--- src/rtl/heap_pkg.sv ---
// Shared definitions for the heap priority queue: FSM state encoding and
// the width helper used to size the occupancy counter and index registers.
package heap_pkg;

  localparam logic [1:0] ST_IDLE      = 2'd0;
  localparam logic [1:0] ST_SIFT_UP   = 2'd1;
  localparam logic [1:0] ST_SIFT_DOWN = 2'd2;

  // Smallest n such that 2**n >= value.
  function automatic int clog2(input int value);
    int result;
    result = 0;
    while ((1 << result) < value) begin
      result = result + 1;
    end
    return result;
  endfunction

endpackage

--- src/rtl/heap_cmp.sv ---
// Ordering primitive of the heap: a_better is high when a must sit above b.
// Signed compare; equal values are never better, which keeps sifts stable
// and stops them early on duplicates.
module heap_cmp #(
  parameter int WIDTH    = 32,
  parameter int MAX_MODE = 0
) (
  input  logic [WIDTH-1:0] a,
  input  logic [WIDTH-1:0] b,
  output logic             a_better
);

  assign a_better = (MAX_MODE != 0) ? ($signed(a) > $signed(b))
                                    : ($signed(a) < $signed(b));

endmodule

--- src/rtl/heap_pqueue.sv ---
// Binary-heap priority queue. Push appends at the tail and sifts up; pop
// moves the tail to the root and sifts down; push+pop together replaces the
// root and sifts down. One swap per cycle, handshakes only while IDLE.
module heap_pqueue
  import heap_pkg::*;
#(
  parameter int WIDTH    = 32,
  parameter int DEPTH    = 8,
  parameter int MAX_MODE = 0
) (
  input  logic                       system1000,
  input  logic                       system1000_rstn,
  input  logic                       in_valid,
  input  logic [WIDTH-1:0]           in_data,
  output logic                       in_ready,
  output logic                       out_valid,
  output logic [WIDTH-1:0]           out_data,
  input  logic                       out_ready,
  output logic [clog2(DEPTH+1)-1:0]  count,
  output logic                       full,
  output logic                       empty
);

  localparam int CW = clog2(DEPTH + 1);
  localparam int AW = clog2(DEPTH);
  // Child indices reach 2*DEPTH, so they carry two extra bits.
  localparam int XW = AW + 2;

  logic [1:0]       state, state_nxt;
  logic [AW-1:0]    idx, idx_nxt;
  logic [CW-1:0]    count_nxt;
  logic [WIDTH-1:0] heap [DEPTH];

  logic             we_a, we_b;
  logic [AW-1:0]    wa_a, wa_b;
  logic [WIDTH-1:0] wd_a, wd_b;

  logic             push_fire, pop_fire;
  logic [AW-1:0]    parent, last;
  logic [XW-1:0]    left_x, right_x, count_x;
  logic             left_ok, right_ok;
  logic [WIDTH-1:0] cur_val, par_val, left_val, right_val, last_val, best_val;
  logic             up_better, left_better, right_better;
  logic             pick_left, pick_right;

  assign full      = (count == CW'(DEPTH));
  assign empty     = (count == {CW{1'b0}});
  assign in_ready  = (state == ST_IDLE) && !full;
  assign out_valid = (state == ST_IDLE) && !empty;
  assign out_data  = heap[0];

  assign push_fire = in_valid && in_ready;
  assign pop_fire  = out_valid && out_ready;

  assign parent  = (idx - AW'(1)) >> 1;
  // For a power-of-two DEPTH a full count wraps to 0 in the low bits, and
  // subtracting one still lands on DEPTH-1.
  assign last    = count[AW-1:0] - AW'(1);
  assign left_x  = {1'b0, idx, 1'b1};
  assign right_x = left_x + XW'(1);
  assign count_x = XW'(count);
  // Children past the occupied region hold stale data and must be ignored.
  assign left_ok  = (left_x < count_x);
  assign right_ok = (right_x < count_x);

  assign cur_val   = heap[idx];
  assign par_val   = heap[parent];
  assign left_val  = heap[left_x[AW-1:0]];
  assign right_val = heap[right_x[AW-1:0]];
  assign last_val  = heap[last];

  heap_cmp #(.WIDTH(WIDTH), .MAX_MODE(MAX_MODE)) u_cmp_up (
    .a(cur_val), .b(par_val), .a_better(up_better)
  );

  heap_cmp #(.WIDTH(WIDTH), .MAX_MODE(MAX_MODE)) u_cmp_left (
    .a(left_val), .b(cur_val), .a_better(left_better)
  );

  assign pick_left = left_ok && left_better;
  assign best_val  = pick_left ? left_val : cur_val;

  // Right wins only if strictly better than the current winner, so a tie
  // between the children keeps the left one.
  heap_cmp #(.WIDTH(WIDTH), .MAX_MODE(MAX_MODE)) u_cmp_right (
    .a(right_val), .b(best_val), .a_better(right_better)
  );

  assign pick_right = right_ok && right_better;

  // Next-state decode plus the two heap write ports (a swap needs both).
  always_comb begin
    state_nxt = state;
    idx_nxt   = idx;
    count_nxt = count;
    we_a      = 1'b0;
    wa_a      = idx;
    wd_a      = cur_val;
    we_b      = 1'b0;
    wa_b      = parent;
    wd_b      = par_val;
    case (state)
      ST_IDLE: begin
        if (push_fire && pop_fire) begin
          we_a      = 1'b1;
          wa_a      = {AW{1'b0}};
          wd_a      = in_data;
          idx_nxt   = {AW{1'b0}};
          state_nxt = ST_SIFT_DOWN;
        end else if (push_fire) begin
          we_a      = 1'b1;
          wa_a      = count[AW-1:0];
          wd_a      = in_data;
          idx_nxt   = count[AW-1:0];
          count_nxt = count + CW'(1);
          state_nxt = ST_SIFT_UP;
        end else if (pop_fire) begin
          we_a      = 1'b1;
          wa_a      = {AW{1'b0}};
          wd_a      = last_val;
          idx_nxt   = {AW{1'b0}};
          count_nxt = count - CW'(1);
          state_nxt = (count == CW'(1)) ? ST_IDLE : ST_SIFT_DOWN;
        end else begin
          state_nxt = ST_IDLE;
        end
      end
      ST_SIFT_UP: begin
        if ((idx != {AW{1'b0}}) && up_better) begin
          we_a    = 1'b1;
          wa_a    = idx;
          wd_a    = par_val;
          we_b    = 1'b1;
          wa_b    = parent;
          wd_b    = cur_val;
          idx_nxt = parent;
        end else begin
          state_nxt = ST_IDLE;
        end
      end
      ST_SIFT_DOWN: begin
        if (pick_right) begin
          we_a    = 1'b1;
          wa_a    = idx;
          wd_a    = right_val;
          we_b    = 1'b1;
          wa_b    = right_x[AW-1:0];
          wd_b    = cur_val;
          idx_nxt = right_x[AW-1:0];
        end else if (pick_left) begin
          we_a    = 1'b1;
          wa_a    = idx;
          wd_a    = left_val;
          we_b    = 1'b1;
          wa_b    = left_x[AW-1:0];
          wd_b    = cur_val;
          idx_nxt = left_x[AW-1:0];
        end else begin
          state_nxt = ST_IDLE;
        end
      end
      default: begin
        state_nxt = ST_IDLE;
      end
    endcase
  end

  // Control registers; reset aborts any sift in progress.
  always_ff @(posedge system1000 or negedge system1000_rstn) begin
    if (!system1000_rstn) begin
      state <= ST_IDLE;
      idx   <= {AW{1'b0}};
      count <= {CW{1'b0}};
    end else begin
      state <= state_nxt;
      idx   <= idx_nxt;
      count <= count_nxt;
    end
  end

  // Heap storage; contents past count are don't-care, so no reset.
  always_ff @(posedge system1000) begin
    if (we_a) begin
      heap[wa_a] <= wd_a;
    end
    if (we_b) begin
      heap[wa_b] <= wd_b;
    end
  end

endmodule

--- config.mk ---
export PLATFORM = sky130hd
export DESIGN_NAME = heap_pqueue
export DESIGN_NICKNAME = d
export VERILOG_FILES = /design/src/rtl/heap_pkg.sv /design/src/rtl/heap_cmp.sv /design/src/rtl/heap_pqueue.sv
export SDC_FILE = /design/constraint.sdc
export NUM_CORES = 1
export LEC_CHECK = 0
export ABC_CLOCK_PERIOD_IN_PS = 23600
export BUFFER_PORTS_ARGS = -buffer_cell sky130_fd_sc_hd__buf_2
export CAP_MARGIN = 20
export CORE_ASPECT_RATIO = 0.75
export CORE_MARGIN = 5
export CORE_UTILIZATION = 25
export CTS_BUF_LIST = sky130_fd_sc_hd__clkbuf_4
export DETAILED_ROUTE_END_ITERATION = 8
export PLACE_DENSITY = 0.36
export SYNTH_ARGS = -nofsm -noshare
export SYNTH_HDL_FRONTEND = slang
export SYNTH_SLANG_ARGS = --single-unit
--- constraint.sdc ---
create_clock -name system1000 -period 23.6 [get_ports system1000]
set_clock_uncertainty 0.05 [all_clocks]
set_input_delay 3.54 -clock system1000 [delete_from_list [all_inputs] [get_ports system1000]]
set_output_delay 3.54 -clock system1000 [all_outputs]
set_load 0.05 [all_outputs]
==> results.tsv <==
stage	metric	value	unit
run_status	status	complete, no violations	
sta	fin_setup_tns	0	ns
placed_design	hpwl	64460	um
yosys	synth_top_area_share	32.73	%
yosys	synth_edf_count	256	
clocking	clock_sinks	265	
grt	grt_pass1_vias	19290	
yosys	synth_top_flop_cell	edfxtp_1	
cells_and_area	mostFrequentLayoutCells	nand2_1 (309), mux2i_1 (260), edfxtp_1 (256)	
clocking	root_buffer	clkbuf_4	
clocking	clock_path_buffers	3	
clocking	clkLatencyLatePin	0.93	ns
sta	hold_viol	0	
yosys	ys_top_cells_by_area	edfxtp_1 (33%), mux4_2 (19%), mux2i_1 (11%)	
grt	gr-usage-all-layers	19.64	%
sta	worstMarginPinSlew	1.364	ns
yosys	ys_ff_latch	265	
detailed_routing	drtAntennaViolNets	0	
cells_and_area	area_growth	12.77	%
detailed_routing	drc	0	
setup_path	crit_fanout	43	
setup_path	start_kind	flip-flop	
grt	antenna_found_initial	3	
clocking	cts_made_buffers	81	
detailed_routing	vias	19500	
placed_design	pre_cts_slack	12.04	ns
yosys	synth_cell_types	69	
clocking	cts_tree	yes	
yosys	yosys_warnings	0	
cells_and_area	drive_above_1_share	24.68	%
placed_design	numPortBuffers	75	
yosys	syn-cell-area	23490	um^2
setup_path	cp-end-kind	flip-flop	
floorplanning	die_x	363.9	um
detailed_routing	viasPerCell	5.597	
setup_path	slowest_stage	dfrtp_4	
detailed_routing	drt_iter0_markers	2112	
clocking	h-tree-depth	3	
setup_path	crit_type	flip-flop to flip-flop	
clocking	cts_setup_buffers	0	
cells_and_area	layout_commonest_cell	nand2_1	
cells_and_area	nFillCells	9669	
sta	finalMaxSlewViolations	0	
cells_and_area	final_cells	3484	
sta	layout_setup_ws	12.03	ns
detailed_routing	drt_pre_antenna_iters	6	
sta	finalCritPeriodShare	49.03	%
grt	grt_pass1_wl	143100	um
clocking	cts_hold_buf	0	
floorplanning	start_util	25.16	%
placed_design	place_inst	3335	
yosys	synth_top_cell_by_area	edfxtp_1	
floorplanning	core_area	93330	um^2
cells_and_area	nets	2334	
floorplanning	die_area	100200	um^2
detailed_routing	wl	99590	um
clocking	clk_pin_slew	0.07	ns
sta	rsz0062_at_grt	no	
detailed_routing	wl_per_cell	28.58	um
yosys	async_flop_share	3.396	%
placed_design	gp_congestion	0.8505	
setup_path	worstPathRequired	24.03	ns
sta	fmax	86.42	MHz
grt	grt_max_degree	69	
setup_path	worstPathArrival	12.00	ns
yosys	ys_seq_area_share	33.69	%
yosys	syn_nets	2295	
grt	grt-ovfl-total	0	
floorplanning	rows	97	
yosys	syn_area_per_cell	10.94	um^2
yosys	syn_inst	2147	
sta	layout_min_cycle_time	11.57	ns
sta	max_slew_margin	9.093	%
floorplanning	ios	76	
job	max_cap_viol_count	0	
floorplanning	die_y	275.4	um
setup_path	max_stage_delay	0.83	ns
setup_path	worst_path_most_repeated_cell	buf_4	
clocking	cts_resized	0	
sta	finalSetupViolCount	0	
hold_path	hold_class	flip-flop to flip-flop	
-- kinds of logic (layout without fill, tap and decap cells) --
family,Yosys count,count (layout),share of synthesized area [%]
buffers and inverters,284,382,4.954
XOR/XNOR,12,12,0.4475
AO/OA/AOI/OAI,380,380,11.20
flip-flops,265,265,33.69
adder cells (fa/ha/maj),112,112,5.967
multiplexers,524,524,33.03
AND/OR/NAND/NOR,570,570,10.70
other,0,2,0
-- per-layer routing --
layer  vias up  global-route usage, %  wire, um
li1       8542                      -         -
met4         2                  4.931      2279
met1      9971                  30.29     49540
met2       836                  27.67     40360
met3       149                  4.057      7348
met5         -                 0.4304        61
-- sequential cells by signal, indices dropped and copies added (netlist names) --
signal	count
state	2
idx	3
heap	256
count	4
-- through the flow --
| stage | area (um^2) | util [%] | hold WS, ns |
|---|---|---|---|
| after CTS | 26440 | 28.33 | 0.5603 |
| after floorplan | 23490 | - | 0.4501 |
| final | 26490 | 28.38 | 0.5467 |
| after global routing | 26490 | 28.38 | 0.5748 |
| after detailed placement | 25370 | 27.18 | 0.5526 |
| after global placement | 25330 | 27.14 | 0.5252 |
-- critical path, delay by kind of cell, from the launching register on --
| kind | cells | cell delay [ns] |
|---|---|---|
| AO/OA/AOI/OAI | 10 | 3.12 |
| AND/OR/NAND/NOR | 7 | 2.73 |
| adder cells (fa/ha/maj) | 2 | 0.53 |
| buffers and inverters | 7 | 3.02 |
| multiplexers | 2 | 0.71 |
| flip-flops | 1 | 0.83 |
-- synthesized netlist by cell type (all sizes together), types with 8 or more instances --
cell type  instances
a21oi             58
nand2            311
mux2              69
buf               85
a211oi            10
ha               112
xnor2              8
nor3              10
clkbuf            88
nand4             19
dfrtp              9
mux4             193
a222oi            32
nor2              55
mux2i            262
edfxtp           256
nand3            136
inv              111
a31oi             37
a221oi            33
o22ai             31
o21ai             92
o21a              37
-- final cells by class --
cell class              count  area (um^2)  share of cell area (%)
well taps                1237         1548                   5.844
clock buffers             112        840.8                   3.175
flip-flops and latches    265         7925                   29.92
multi-input cells        1598        14720                   55.56
repair buffers            129        803.3                   3.033
clock inverters            30        231.5                  0.8740
diodes                      2        5.005                 0.01890
inverters                 111        416.7                   1.573
-- worst paths after layout --
| kind | start | endpoint | slack, ns | depth (start not counted) |
|---|---|---|---|---|
| max in group asynchronous | system1000_rstn | count[0] | 20.75 | 1 |
| setup / recovery | idx[1] | heap[2][13] | 12.03 | 28 |
| setup reg to reg | idx[1] | heap[2][13] | 12.03 | 28 |
| hold / removal | count[0] | count[0] | 0.55 | 1 |
| min in group asynchronous | system1000_rstn | state[0] | 2.49 | 1 |
| hold reg to reg | count[0] | count[0] | 0.55 | 1 |
Power is left out: the tool's default activity adds up to more than one toggle a clock period on the data nets, which glitch-free logic cannot reach.
